$ cat config.mk
export PLATFORM = sky130hd
export DESIGN_NAME = timer_mc
export DESIGN_NICKNAME = d
export VERILOG_FILES = /design/src/rtl/timer_mc_pkg.sv /design/src/rtl/timer_mc_chan.sv /design/src/rtl/timer_mc.sv
export SDC_FILE = /design/constraint.sdc
export NUM_CORES = 1
export LEC_CHECK = 0
export CORE_MARGIN = 2
export CORE_UTILIZATION = 64
export CTS_CLUSTER_DIAMETER = 50
export DETAILED_ROUTE_END_ITERATION = 16
export GPL_TIMING_DRIVEN = 0
export PLACE_DENSITY = 0.82
export SLEW_MARGIN = 20
export SYNTH_ARGS = -nofsm -noshare
export SYNTH_HDL_FRONTEND = slang
export SYNTH_HIERARCHICAL = 1
export SYNTH_SLANG_ARGS = --single-unit
export TNS_END_PERCENT = 10
$ cat constraint.sdc
create_clock -name clk -period 3.95 [get_ports clk]
set_input_delay 0.395 -clock clk [delete_from_list [all_inputs] [get_ports clk]]
set_output_delay 0.395 -clock clk [all_outputs]
set_load 0.1 [all_outputs]
$ cat src/rtl/timer_mc_pkg.sv
// Shared types and register-map constants for the multi-channel system timer.
package timer_mc_pkg;

    typedef enum logic [1:0] {
        MODE_UP       = 2'd0,
        MODE_ONESHOT  = 2'd1,
        MODE_PERIODIC = 2'd2,
        MODE_HOLD     = 2'd3
    } mode_e;

    localparam logic [3:0] OFS_CNT   = 4'd0;
    localparam logic [3:0] OFS_RLD   = 4'd4;
    localparam logic [3:0] OFS_CTRL  = 4'd8;
    localparam logic [3:0] OFS_STAT  = 4'd9;
    localparam logic [7:0] REG_FLAGS = 8'hF0;
    localparam int         CH_STRIDE = 16;

    localparam int CTRL_EN     = 0;
    localparam int CTRL_MODE   = 1;
    localparam int CTRL_IRQ_EN = 3;
    localparam int CTRL_LOAD   = 7;
    localparam int STAT_FLAG   = 0;

endpackage

$ cat src/rtl/timer_mc_chan.sv
// One timer channel: count/reload/ctrl/flag/snapshot registers and the tick update rules.
module timer_mc_chan
    import timer_mc_pkg::*;
#(
    parameter int CNT_W = 16
) (
    input  logic       clk,
    input  logic       rst,
    input  logic       tick,
    input  logic       wr,
    input  logic       rd,
    input  logic [3:0] ofs,
    input  logic [7:0] di,
    input  logic       gclr,
    output logic [7:0] rdata,
    output logic       flag,
    output logic       irq_req
);
    localparam int NB = CNT_W / 8;

    logic [CNT_W-1:0] count, count_n, reload, reload_n, snap, snap_n;
    logic             en, en_n, irq_en, irq_en_n, flag_n;
    mode_e            mode, mode_n;
    logic             cnt_wr, ctrl_wr, set, clr;

    always_comb begin
        count_n  = count;
        reload_n = reload;
        snap_n   = snap;
        en_n     = en;
        mode_n   = mode;
        irq_en_n = irq_en;
        cnt_wr   = 1'b0;
        ctrl_wr  = 1'b0;
        set      = 1'b0;
        clr      = gclr;

        // Snapshot takes the pre-tick count so LSB-first reads stay coherent.
        if (rd && ofs == OFS_CNT) snap_n = count;

        if (wr) begin
            for (int b = 0; b < NB; b++) begin
                if (ofs == OFS_CNT + 4'(b)) begin
                    count_n[8*b +: 8] = di;
                    cnt_wr = 1'b1;
                end
                if (ofs == OFS_RLD + 4'(b)) reload_n[8*b +: 8] = di;
            end
            if (ofs == OFS_CTRL) begin
                ctrl_wr  = 1'b1;
                en_n     = di[CTRL_EN];
                mode_n   = mode_e'(di[CTRL_MODE +: 2]);
                irq_en_n = di[CTRL_IRQ_EN];
                if (di[CTRL_LOAD]) begin
                    count_n = reload;
                    cnt_wr  = 1'b1;
                end
            end
            if (ofs == OFS_STAT && di[STAT_FLAG]) clr = 1'b1;
        end

        // A CPU count write or load in the tick clk drops this channel's update.
        if (tick && en && !cnt_wr) begin
            case (mode)
                MODE_UP: begin
                    count_n = count + CNT_W'(1);
                    set     = &count;
                end
                MODE_ONESHOT: begin
                    if (count > CNT_W'(1)) count_n = count - CNT_W'(1);
                    else begin
                        count_n = '0;
                        set     = (count == CNT_W'(1));
                        if (!ctrl_wr) en_n = 1'b0;
                    end
                end
                MODE_PERIODIC: begin
                    if (count > CNT_W'(1)) count_n = count - CNT_W'(1);
                    else begin
                        count_n = reload;
                        set     = 1'b1;
                    end
                end
                default: ;
            endcase
        end

        flag_n = set | (flag & ~clr);
    end

    always_ff @(posedge clk or posedge rst) begin
        if (rst) begin
            count  <= '0;
            reload <= '0;
            snap   <= '0;
            en     <= 1'b0;
            mode   <= MODE_UP;
            irq_en <= 1'b0;
            flag   <= 1'b0;
        end else begin
            count  <= count_n;
            reload <= reload_n;
            snap   <= snap_n;
            en     <= en_n;
            mode   <= mode_n;
            irq_en <= irq_en_n;
            flag   <= flag_n;
        end
    end

    always_comb begin
        rdata = '0;
        for (int b = 0; b < NB; b++) begin
            if (ofs == OFS_CNT + 4'(b)) begin
                if (b == 0) rdata = count[7:0];
                else        rdata = snap[8*b +: 8];
            end
            if (ofs == OFS_RLD + 4'(b)) rdata = reload[8*b +: 8];
        end
        if (ofs == OFS_CTRL) rdata = {4'b0, irq_en, mode, en};
        if (ofs == OFS_STAT) rdata = {7'b0, flag};
    end

    assign irq_req = flag & irq_en;

endmodule

$ cat src/rtl/timer_mc.sv
// Multi-channel system timer: shared prescaler, register decode, read mux and irq merge.
module timer_mc
    import timer_mc_pkg::*;
#(
    parameter int CLK_HZ   = 50_000_000,
    parameter int TICK_HZ  = 1000,
    parameter int CHANNELS = 4,
    parameter int CNT_W    = 16
) (
    input  logic       clk,
    input  logic       sys_rst,
    input  logic       reg_ce,
    input  logic       reg_we,
    input  logic       reg_oe,
    input  logic [7:0] reg_addr,
    input  logic [7:0] reg_di,
    output logic [7:0] reg_do,
    output logic       irq,
    output logic       tick
);
    localparam int PRE_DIV = CLK_HZ / TICK_HZ;
    localparam int PW      = (PRE_DIV > 2) ? $clog2(PRE_DIV) : 1;

    logic [PW-1:0]                pre;
    logic                         wr_hit, rd_hit;
    logic [3:0]                   ch_sel;
    logic [CHANNELS-1:0]          flags, irq_req, gclr;
    logic [CHANNELS-1:0][7:0]     ch_do;

    always_ff @(posedge clk or posedge sys_rst) begin
        if (sys_rst)   pre <= '0;
        else if (tick) pre <= '0;
        else           pre <= pre + PW'(1);
    end

    assign tick   = (pre == PW'(PRE_DIV - 1));
    assign wr_hit = reg_ce & reg_we;
    assign rd_hit = reg_ce & reg_oe;
    assign ch_sel = reg_addr[7:4];

    for (genvar c = 0; c < CHANNELS; c++) begin : g_ch
        logic sel;
        assign sel     = (int'(reg_addr) / CH_STRIDE == c);
        assign gclr[c] = wr_hit && (reg_addr == REG_FLAGS) && reg_di[c];

        timer_mc_chan #(.CNT_W(CNT_W)) u_chan (
            .clk     (clk),
            .rst     (sys_rst),
            .tick    (tick),
            .wr      (wr_hit & sel),
            .rd      (rd_hit & sel),
            .ofs     (reg_addr[3:0]),
            .di      (reg_di),
            .gclr    (gclr[c]),
            .rdata   (ch_do[c]),
            .flag    (flags[c]),
            .irq_req (irq_req[c])
        );
    end

    always_comb begin
        reg_do = '0;
        if (reg_addr == REG_FLAGS) reg_do = 8'(flags);
        else begin
            for (int c = 0; c < CHANNELS; c++)
                if (ch_sel == 4'(c)) reg_do = ch_do[c];
        end
    end

    assign irq = |irq_req;

endmodule

---- Word-level counts from Yosys, hierarchy flattened ----
Cells that the tools add are included.
cells by class
  $add $sub $neg .......................... 9
  $mul .................................... 0
  divide/modulo/power cells ............... 0
  $lt $le $gt $ge ......................... 4
  eq/ne operators ......................... 25
  shifts and indexed selects .............. 0
  multiplexer cells ....................... 127
  bitwise operators ....................... 26
  reduce and logical (&&, ||, !) cells .... 46
operators by type and width
  kind                                                                               count
  16-bit two-way mux                                                                 25
  8-bit two-way mux                                                                  37
  16-bit one-hot mux with 3 select lines                                             4
  16-bit by 1-bit adder with 16-bit output (second input constant)                   5
  16-bit by 1-bit equality test with 1-bit output (second input constant)            4
  16-bit by 1-bit greater-than comparator with 1-bit output (second input constant)  4
  16-bit AND reduction                                                               4
  16-bit by 1-bit subtractor with 16-bit output (second input constant)              4
  1-bit two-way mux                                                                  57
  32-bit logical NOT                                                                 1
  2-bit AND reduction                                                                12
  1-bit bitwise AND                                                                  18
  1-bit logical AND                                                                  18
  16-bit equality test (second input constant)                                       1
  4-bit by 3-bit equality test with 1-bit output (second input constant)             4
  4-bit by 2-bit equality test with 1-bit output (second input constant)             3
  1-bit one-hot mux with 3 select lines                                              4
  2-bit by 1-bit equality test with 1-bit output (second input constant)             4
  2-bit equality test (second input constant)                                        4
  4-bit by 1-bit equality test with 1-bit output (second input constant)             2
  4-bit equality test (second input constant)                                        2
  8-bit equality test (second input constant)                                        1
  2-bit logical NOT                                                                  4
  4-bit logical NOT                                                                  2
  4 further kinds                                                                    13
storage, ports and cells
  register bits ........................... 228
  latch bits .............................. 0
  RAM bits ................................ 0
  bits in read-only memories .............. 0
  bits of input ports ..................... 21
  output and inout bits ................... 10
  logic and storage cells ................. 270
  memories ................................ 0

---- Longest topological paths before layout ----
  depth after elaboration ................. 12
  gate-level depth with buffers ........... 12
  mapped depth without buffers ............ 9

---- Hierarchy ----
The synthesis kept the hierarchy.
modules (own cells, without submodules)
  module                          times used  cells an instance  area each (sq um)  seq. area each (sq um)
  timer_mc_chan (g_ch[2].u_chan)  1           410                3563.4             1126.1
  timer_mc_chan (g_ch[0].u_chan)  1           410                3550.9             1126.1
  timer_mc_chan (g_ch[3].u_chan)  1           398                3390.8             1126.1
  timer_mc_chan (g_ch[1].u_chan)  1           379                3316.9             1126.1
  timer_mc                        1           119                1164.9             400.4

---- Worst setup path after synthesis ----
No wires, ideal clock.
  path type ............................... register to register
  start point ............................. register pre[0]
  end point ............................... register g_ch[3].u_chan.count[14]
  setup time .............................. 90 ps
  arrival time ............................ 4012 ps
  data required time ...................... 3860 ps
  slack ................................... -152 ps
  stages on the path, launching flop included .. 10
  buffers on the path ..................... 1
  period minus slack after synthesis ...... 4102 ps
  cell sequence ........................... dfrtp_1 > ha_1 > nand3_1 > or2_2 > nor3_2 > nand3_1 > a21oi_1 > clkbuf_1 > nand2_1 > o221ai_1
on the way
  cells in the longest elaborated chain, start to end .. 4
ends and longest elaborated chain
  what                                  RTL line              text
  start, declared                       timer_mc.sv:24        logic [PW-1:0] pre;
  start signal, assigned                timer_mc.sv:33        else pre <= pre + PW'(1);
  16-bit equality test                  timer_mc.sv:36        assign tick = (pre == PW'(PRE_DIV - 1));
  named net tick                        timer_mc.sv:19        output logic tick
  1-bit logical AND (2 in a row)        timer_mc_chan.sv:63   if (tick && en && !cnt_wr) begin
  16-bit two-way mux                    timer_mc_chan.sv:63
  named net g_ch[3].u_chan.count_n[14]  timer_mc_chan.sv:21   logic [CNT_W-1:0] count, count_n, reload, reload_n, snap, snap_n;
  end signal, assigned                  timer_mc_chan.sv:101  count <= count_n;
  end, declared                         timer_mc_chan.sv:21
The timed path passes the listed nets, and every way through them passes these cells.
A chain may end at the register's enable or synchronous reset.

==> key figures <==
STA
  – Sum Neg Setup Slack: -0.130 ns
  – Final Max Slew Viols: 0
  – Max-Slew Margin vs Limit: a little over a tenth
  – Worst setup margin: -0.0985 ns
  – Final hold vios: 0
  – Period minus WS final: about 4.0 ns
  – Period utilization: 102%
  – Clock skew: between 0.015 and 0.02 ns
  – Fmax: roughly 250 MHz
  – RSZ-0062 raised after global routing: true
  – Worst-margin pin slew: between 1 and 1.5 ns
  – Setup-failing EPs final: 2

Final layout
  – Layout Cells excl Fill: between 2k and 2.5k
  – ANT cells: 0
  – Commonest non-fill, non-tap cell in the layout: dfrtp_1
  – FILL cells: 1815
  – Syn-to-layout area delta: 9.46%
  – Share of cells above drive strength 1: about 16%
  – Commonest non-fill, non-tap cells in the layout: 196 x dfrtp_1, 143 x nand2_1, 136 x nor2_1, 112 x mux2_2, 104 x o21ai_0
  – Multi-input gate area: about 9300 µm²
  – Register area: approximately 4900 µm²
  – Layout Nets: ~1.8k

Clocking
  – H-tree Lvls: 4
  – Clk sinks: just under 200
  – Worst-Skew Late Latency: about 0.45 ns
  – Root Driver: clkbuf_16
  – Longest Clk Path Bufs: 2
  – CTS tree: yes
  – Clock Pin Slew Worst Setup and Hold Paths: roughly 0.08 ns
  – Hold Buf Count CTS: 0
  – TritonCTS Buffers: 17

Yosys
  – Synth top area share: roughly a third
  – Syn Nets: around 1.8k
  – Syn Area/Cell: a little under 9 µm²
  – Yosys cell types: 92
  – Leading area contributor after synthesis: dfrtp_1
  – Sequential area share after synthesis: about 33%
  – Post-synth ARST share: 100%
  – Synth Instances: 1716
  – Largest cells by area after synthesis: dfrtp_1 33%, mux2_2 8.4%, mux2i_1 4.5%, nand2_1 3.6%, o21ai_0 3.5%
  – Number of synthesis warnings: 6
  – Post-synth EDFFs: 0
  – Top FF cell, synth: dfrtp_1
  – FF+latch count, synth: ~200
  – Cell area after synthesis: between 10000 and 15000 µm²

Pwr
  – Peak VDD IR: around 0.00023 V
  – Pwr Total: between 4000 and 5000 µW
  – Leakage: roughly 0.007 µW
  – Pwr/cell area: ~300 nW/µm²

Route
  – DRT iter0 DRCs: 2715
  – Pre-Repair DR Iteration Count: 6
  – Vias: approximately 15k
  – Wire per inst: between 20 and 25 µm
  – Drt drc: 0
  – ANT nets after route: 0
  – Drt total wl: 50500 µm
  – Vias per Instance: between 7 and 8

Global route
  – Global Route Usage Sum: about two fifths
  – Total grt overflow: 0
  – First-pass GRT wire length: 79100 µm
  – Vias in the first global route: 14.0k
  – Largest net degree at the start of global routing: 36
  – Antenna violations before repair: 0

Critical path
  – Arrival @ worst endpoint: 3.65 ns
  – CP Max Fanout: 18
  – Crit path cell chain: dlygate4sd2_1 > nor3b_1 > and2_1 > a32o_1 > a21oi_1 > o21ai_0 > mux4_2 > a22o_1 > clkdlybuf4s15_2
  – CP Data Required Time: between 3 and 4 ns
  – Worst Setup Start Kind: input pin
  – Setup Crit Path Kind: input pin to output port
  – Critical Path End Type: output port
  – Slowest-stage cell, CP: dlygate4sd2_1
  – Largest stage delay on the critical path: a little under 0.8 ns

Run status
  – Failing checks: negative setup slack
  – Status: finished, violations left

Run
  – Total of max-cap violations: 0

Place
  – Hpwl dp: about 35000 µm
  – Place WS: -1.23 ns
  – GPL Wtd Cong: between 0.9 and 1
  – Port Buffers: 30
  – Inst Count DP: ~2.1k

Die
  – Top-Level Pins: 31
  – Die W: about 160 µm
  – Die Y: 157 µm
  – Die area: 24700 µm²
  – Core area: around 23000 µm²
  – Starting Density: about two thirds
  – FP Rows: 55

Hold path
  – Hold Path Class: flop to flop
-- cells in the mapped netlist, drive strengths merged, types with 41 or more instances --
cell type and number:
a21oi 78, buf 47, clkbuf 87, dfrtp 196, inv 44, mux2 112
mux2i 68, nand2 143, nand3 73, nor2 137, nor3 42, o21ai 112
xnor2 41
-- cells by family (layout without fill, tap and decap cells) --
family,count (synthesis),in the layout,share of synthesized area (%)
muxes,188,188,14.2
buffers and inverters,179,249,5.23
AOI/OAI and AO/OA,438,438,20.0
adders and majority gates,14,14,1.16
DFF,196,196,32.7
xor gates and xnor gates,74,74,4.32
and+or+nand+nor,627,627,22.4
-- worst max-delay path, delay by kind of cell --
| family | cells | cell delay [ns] |
|---|---|---|
| simple gates | 2 | 1.01 |
| compound gates | 4 | 0.54 |
| buf+inv | 2 | 1.35 |
| mux | 1 | 0.33 |
-- metrics by stage --
step | hold WS, ns | util, % | instance area [µm²]
floorplan | 0.309 | - | 15000
global placement | 0.438 | 68.7 | 15700
detailed placement | 0.456 | 68.9 | 15800
CTS | 0.466 | 71.7 | 16400
global route | 0.494 | 71.8 | 16400
finish | 0.456 | 71.8 | 16400
-- where the power goes --
part           total (µW)  internal (µW)  switching [µW]
sequential           2120           2060            64.2
combinational         891            308             583
clock                1850            973             882
-- worst paths after layout --
check	cells after the start	slack (ns)	start	endpoint
max in group asynchronous	3	2.79	sys_rst	g_ch[0].u_chan/reload[12]
worst max register to register	10	0.69	pre[0]	g_ch[3].u_chan/count[10]
worst min-delay path	1	0.46	pre[0]	pre[0]
worst max-delay path	9	-0.1	reg_addr[3]	reg_do[2]
worst min register to register	1	0.46	pre[0]	pre[0]
min in group asynchronous	2	0.58	sys_rst	g_ch[1].u_chan/count[14]
-- area by class of cell --
type                    count  area share, %
repair buffers             39           2.34
clock inverters            13           1.01
well taps                 313           2.39
clock buffers              18           2.68
flip-flops and latches    196           29.9
multi-input cells        1341           56.9
plain buffers             134           3.79
inverters                  45           1.03
-- repair_timing --
action,4_1_cts,5_1_grt
endpoints found under the hold margin,0,0
pin swaps,0,1
setup buffers,0,5
setup endpoints to repair,9,16
gates resized for setup,40,12
gates cloned,0,0
-- per-layer routing --
metal / vias to the layer above / wire, µm / GRT usage (%)
li1: 6544 / - / -
met1: 7240 / 19500 / 57.7
met2: 1158 / 22100 / 62.7
met3: 230 / 6600 / 9.86
met4: 0 / 2240 / 16.2
met5: - / 0 / 0
-- flip-flops by register name, summed over array words and instances, names as in the netlist --
signal and flops:
g_ch.u_chan/count 64, g_ch.u_chan/en 4, g_ch.u_chan/flag 4, g_ch.u_chan/irq_en 4
g_ch.u_chan/mode 8, g_ch.u_chan/reload 64, g_ch.u_chan/snap 32, pre 16
(Power assumes the default switching activity.)
